### src/rtl/ws2812_strip.sv
// Multi-pixel WS2812 strip driver: buffers LED_COUNT {G,R,B} pixels and streams them on dout per start.
// Define WS2812_AUTO_REFRESH_EN to retransmit the buffer continuously once started.
module ws2812_strip #(
    parameter int CLK_FRE   = 21_000_000,
    parameter int LED_COUNT = 8,
    parameter int T0H_NS    = 400,
    parameter int T0L_NS    = 850,
    parameter int T1H_NS    = 850,
    parameter int T1L_NS    = 400,
    parameter int RESET_US  = 80,
    localparam int AW       = (LED_COUNT > 1) ? $clog2(LED_COUNT) : 1
) (
    input  logic          clk,
    input  logic          rst,
    input  logic          wr_en,
    input  logic [AW-1:0] wr_addr,
    input  logic [23:0]   wr_data,
    input  logic          start,
    output logic          busy,
    output logic          done,
    output logic          dout
);

    localparam logic [31:0] T0H_C = 32'((CLK_FRE / 1000 * T0H_NS) / 1_000_000);
    localparam logic [31:0] T0L_C = 32'((CLK_FRE / 1000 * T0L_NS) / 1_000_000);
    localparam logic [31:0] T1H_C = 32'((CLK_FRE / 1000 * T1H_NS) / 1_000_000);
    localparam logic [31:0] T1L_C = 32'((CLK_FRE / 1000 * T1L_NS) / 1_000_000);
    localparam logic [31:0] RST_C = 32'((CLK_FRE / 1_000_000) * RESET_US);
    localparam logic [31:0] LED_COUNT_W = 32'(LED_COUNT);
    localparam logic [AW-1:0] LAST_PIX = AW'(LED_COUNT - 1);

    typedef enum logic [1:0] {
        IDLE,
        HIGH,
        LOW,
        LATCH
    } state_t;

    state_t        state_q, state_d;
    logic [31:0]   timer_q, timer_d;
    logic [23:0]   shift_q, shift_d;
    logic [4:0]    bitIdx_q, bitIdx_d;
    logic [AW-1:0] pix_q, pix_d;

    logic [23:0]   pixBuf [LED_COUNT];
    logic [31:0]   highLen;
    logic [31:0]   lowLen;
    logic [AW-1:0] nextPix;
    logic          latchEnd;

    assign highLen  = shift_q[23] ? T1H_C : T0H_C;
    assign lowLen   = shift_q[23] ? T1L_C : T0L_C;
    assign nextPix  = pix_q + AW'(1);
    assign latchEnd = (state_q == LATCH) && (timer_q == RST_C - 32'd1);

    // Buffer is not reset so the strip contents survive a driver reset.
    always_ff @(posedge clk) begin
        if (wr_en && (32'(wr_addr) < LED_COUNT_W)) begin
            pixBuf[wr_addr] <= wr_data;
        end
    end

    always_ff @(posedge clk) begin
        if (rst) begin
            state_q  <= IDLE;
            timer_q  <= '0;
            shift_q  <= '0;
            bitIdx_q <= '0;
            pix_q    <= '0;
        end else begin
            state_q  <= state_d;
            timer_q  <= timer_d;
            shift_q  <= shift_d;
            bitIdx_q <= bitIdx_d;
            pix_q    <= pix_d;
        end
    end

    always_comb begin
        state_d  = state_q;
        timer_d  = timer_q;
        shift_d  = shift_q;
        bitIdx_d = bitIdx_q;
        pix_d    = pix_q;
        case (state_q)
            IDLE: begin
                if (start) begin
                    shift_d  = pixBuf[0];
                    bitIdx_d = 5'd23;
                    pix_d    = '0;
                    timer_d  = '0;
                    state_d  = HIGH;
                end
            end
            HIGH: begin
                if (timer_q == highLen - 32'd1) begin
                    timer_d = '0;
                    state_d = LOW;
                end else begin
                    timer_d = timer_q + 32'd1;
                end
            end
            LOW: begin
                if (timer_q == lowLen - 32'd1) begin
                    timer_d = '0;
                    if (bitIdx_q != 5'd0) begin
                        shift_d  = {shift_q[22:0], 1'b0};
                        bitIdx_d = bitIdx_q - 5'd1;
                        state_d  = HIGH;
                    end else if (pix_q != LAST_PIX) begin
                        // Next pixel is sampled only now, so late writes to it still go out.
                        pix_d    = nextPix;
                        shift_d  = pixBuf[nextPix];
                        bitIdx_d = 5'd23;
                        state_d  = HIGH;
                    end else begin
                        state_d = LATCH;
                    end
                end else begin
                    timer_d = timer_q + 32'd1;
                end
            end
            LATCH: begin
                if (latchEnd) begin
                    timer_d = '0;
`ifdef WS2812_AUTO_REFRESH_EN
                    shift_d  = pixBuf[0];
                    bitIdx_d = 5'd23;
                    pix_d    = '0;
                    state_d  = HIGH;
`else
                    state_d  = IDLE;
`endif
                end else begin
                    timer_d = timer_q + 32'd1;
                end
            end
            default: state_d = IDLE;
        endcase
    end

    // done marks the final latch cycle; in single-shot mode busy drops in that same cycle.
    always_comb begin
        dout = 1'b0;
        done = 1'b0;
        busy = 1'b0;
        dout = (state_q == HIGH);
        done = latchEnd;
`ifdef WS2812_AUTO_REFRESH_EN
        busy = (state_q != IDLE);
`else
        busy = (state_q != IDLE) && !latchEnd;
`endif
    end

endmodule

### config.mk
export PLATFORM = sky130hd
export DESIGN_NAME = ws2812_strip
export DESIGN_NICKNAME = d
export VERILOG_FILES = /design/src/rtl/ws2812_strip.sv
export SDC_FILE = /design/constraint.sdc
export NUM_CORES = 1
export LEC_CHECK = 0
export ABC_AREA = 1
export CAP_MARGIN = 15
export CORE_UTILIZATION = 50
export CTS_CLUSTER_SIZE = 10
export DETAILED_ROUTE_END_ITERATION = 7
export HOLD_SLACK_MARGIN = 0.03
export PLACE_DENSITY = 0.67
export SYNTH_ARGS = -nofsm -noshare
export SYNTH_HDL_FRONTEND = slang
export SYNTH_SLANG_ARGS = --single-unit
### constraint.sdc
create_clock -name clk -period 2.35 [get_ports clk]
set_input_delay 0.47 -clock clk [delete_from_list [all_inputs] [get_ports clk]]
set_output_delay 0.47 -clock clk [all_outputs]
set_load 0.005 [all_outputs]
==> metrics.txt <==
cell count after synthesis=1305; wire length per cell=15.62 um; Seq cells post-synth=258; Clock Latency Late Sink=570 ps; slew margin rel.=62.46%; Syn-to-layout area delta=16.05%; row count=56; Hold Vio Cnt, Final=0; maximum VDD drop=0.7303 mV; worst-path fanout max=4; vias in the first global route=8530; first-pass GRT wire length=42530 um; CTS tree=done; hold_buf cts=0; final setup fails=0; largest net degree at the start of global routing=99; Chip Height=156.0 um; slowest CP cell=dfxtp_2; via count=8947; Mapped Avg Cell Area=9.092 um2; RSZ-0062 raised after global routing=false; fill cell count=2040; f_max=446.0 MHz; GRT Resource Usage Total=22.26%; Root Driver=clkbuf_16; Synth Net Count=1342; Clock Skew=36.92 ps; Layout Nets=1385; crit share post-route=95.41%; Synth Area in Adders=0.6327%; GPL Wtd Cong=0.9309; number of max-cap violations=0; Highest Signal Layer=met4; share of post-route cells with drive strength above 1=11.37%; post-synthesis xor/xnor area fraction=0.8120%; Place WS=175.5 ps; leading area contributor after synthesis=edfxtp_1; met3 WL=1300 um; Synth Cell Area=11870 um2; Initial DRC Count=772; Slew @ Worst Pin=562.2 ps; worst path arrival time=1770 ps; register area share after synthesis=59.73%; GRT overflow=0; status=completed; main combinational cell family by area after synthesis=simple AND/OR/NAND/NOR gates; area share of the largest cell type after synthesis=48.59%; Critical Path, Cell by Cell=ha_4 > nand2_4 > nor2_4 > nand2_1 > nor2_1 > nand2_2 > nor2_2 > clkdlybuf4s15_1; Synth Area in Compound Gates=10.09%; wl on met1=11410 um; met2 wire len=12970 um; Critical Path End Type=output port; crit path launch type=flop; shortest period the worst path allows=2242 ps; vias per inst=5.291; io pins=34; CP Buf/Inv Count=1; Util after Layout=58.84%; DR pass1 iterations=5; H-tree Lvls=1; worst hold path class=reg -> reg; Critical Path RT=1880 ps; initial antenna violation count=0; clock sinks=258; Lkg Pwr=5.011 nW; power density cells=1079 nW/um2; synth top area cells=edfxtp_1 (49%), dfxtp_1 (11%), nand2_1 (8.8%); Ys Warns=0; Max Root-Sink Buffers=3; CORE AREA=23400 um2; Residual DRC=0; I/O Buffers=33; mux share of post-synthesis cell area=0%; DRT antenna net count=0; Post-Synth Simple-Gate Area=23.30%; CP top delay family=simple AND/OR/NAND/NOR gates; kind of critical path=reg -> out; initial core utilization=50.70%; die width=156.0 um; Setup WS post-layout=107.9 ps; area of the die=24350 um2; final slew viol count=0; DRT Wirelength=26410 um; Worst-path clk slew=60 ps; max incr delay on CP=350 ps; CTS Buf Count=30; dpl hpwl=15950 um; synth unique cells=35; Ant. Diodes=0
## state kept, by name (all words and copies together), names as in the netlist
name      cells
bitIdx_q      5
timer_q      32
pixBuf      192
shift_q      24
pix_q         3
state_q       2
## per-layer routing
layer / vias up / track usage [%]
met4: 0 / 8.170
met1: 4175 / 28.35
met3: 57 / 2.972
met5: - / 0
met2: 228 / 38.69
li1: 4487 / -
## worst register-to-register path, cell delays in order, from the launching register on
cell and delay, ps:
dfxtp_1 430, nand2_2 250, inv_2 300, nand2_1 200, inv_2 400, nand2_1 120
nand3_1 110, nor2_1 70, nor2_1 100
## power breakdown
group	switching, mW	internal [mW]	total (mW)
Sequential	0.223	5.31	5.54
Combinational	3.32	1.78	5.10
Clock	1.73	2.49	4.22
## stage by stage
step	hold WS, ps	TNS (ps)	instance area (um2)	power (mW)	instances
after global placement	462.3	0	12730	10.61	1627
after CTS	482.7	-34.83	13710	14.98	1687
final	481.6	0	13770	14.86	1691
after detailed placement	472.5	0	12730	10.70	1627
after floorplan	444.5	0	11870	9.277	1305
after global routing	514.0	0	13770	15.86	1691
## cell usage after synthesis (all sizes together)
library cell / instances
xor2: 9
nand2: 282
or2: 2
xnor2: 2
nand4: 14
edfxtp: 192
nor2: 275
clkbuf: 31
o21ai: 106
nand3b: 1
dfxtp: 66
nor3b: 1
nand3: 82
nor3: 11
nor4: 1
inv: 88
buf: 35
and3: 1
a21oi: 35
clkinv: 1
o211ai: 64
ha: 6
## path summary, 6_finish.rpt
path / from / end / slack (ps) / depth (start not counted)
worst max-delay path: timer_q[0]$_SDFFE_PP0N_ / done / 110 / 8
worst min-delay path: pix_q[2]$_SDFFE_PP0P_ / pix_q[2]$_SDFFE_PP0P_ / 480 / 2
worst max register to register: state_q[1]$_SDFFE_PP0P_ / shift_q[3]$_SDFFE_PP0P_ / 320 / 8
worst min register to register: pix_q[2]$_SDFFE_PP0P_ / pix_q[2]$_SDFFE_PP0P_ / 480 / 2
## cells in the final DEF, fill, tap and decap left out, drive strengths merged, types with 2 or more instances in the layout
| cell type | instances |
|---|---|
| xor2 | 9 |
| ha | 6 |
| o21ai | 106 |
| or2 | 2 |
| edfxtp | 192 |
| nand2 | 282 |
| buf | 44 |
| nor3 | 11 |
| dfxtp | 66 |
| a21oi | 35 |
| inv | 88 |
| nand4 | 14 |
| clkinv | 3 |
| o211ai | 64 |
| clkdlybuf4s50 | 31 |
| nor2 | 275 |
| xnor2 | 2 |
| nand3 | 82 |
| clkbuf | 55 |
## cells by family (layout without fill, tap and decap cells)
group | Yosys count | count (layout)
fa+ha+maj | 6 | 6
buf+inv | 155 | 222
simple gates | 670 | 670
xor+xnor | 11 | 11
flops | 258 | 258
compound gates | 205 | 205
## area by class of cell
class	count	area (um2)	share of cell area, %
clock buffer	54	872.1	6.333
sequential	258	7116	51.68
timing repair buffer	77	805.8	5.852
multi-input combinational	892	4208	30.56
tap	319	399.1	2.899
inverter	89	334.1	2.426
clock inverter	2	35.03	0.2544
## timing repair
| action | CTS | global route |
|---|---|---|
| buffers inserted | 4 | 4 |
| gates resized for setup | 21 | 21 |
| endpoints found under the setup margin | 2 | 2 |
| pin swaps | 6 | 7 |
(Power assumes the default switching activity.)
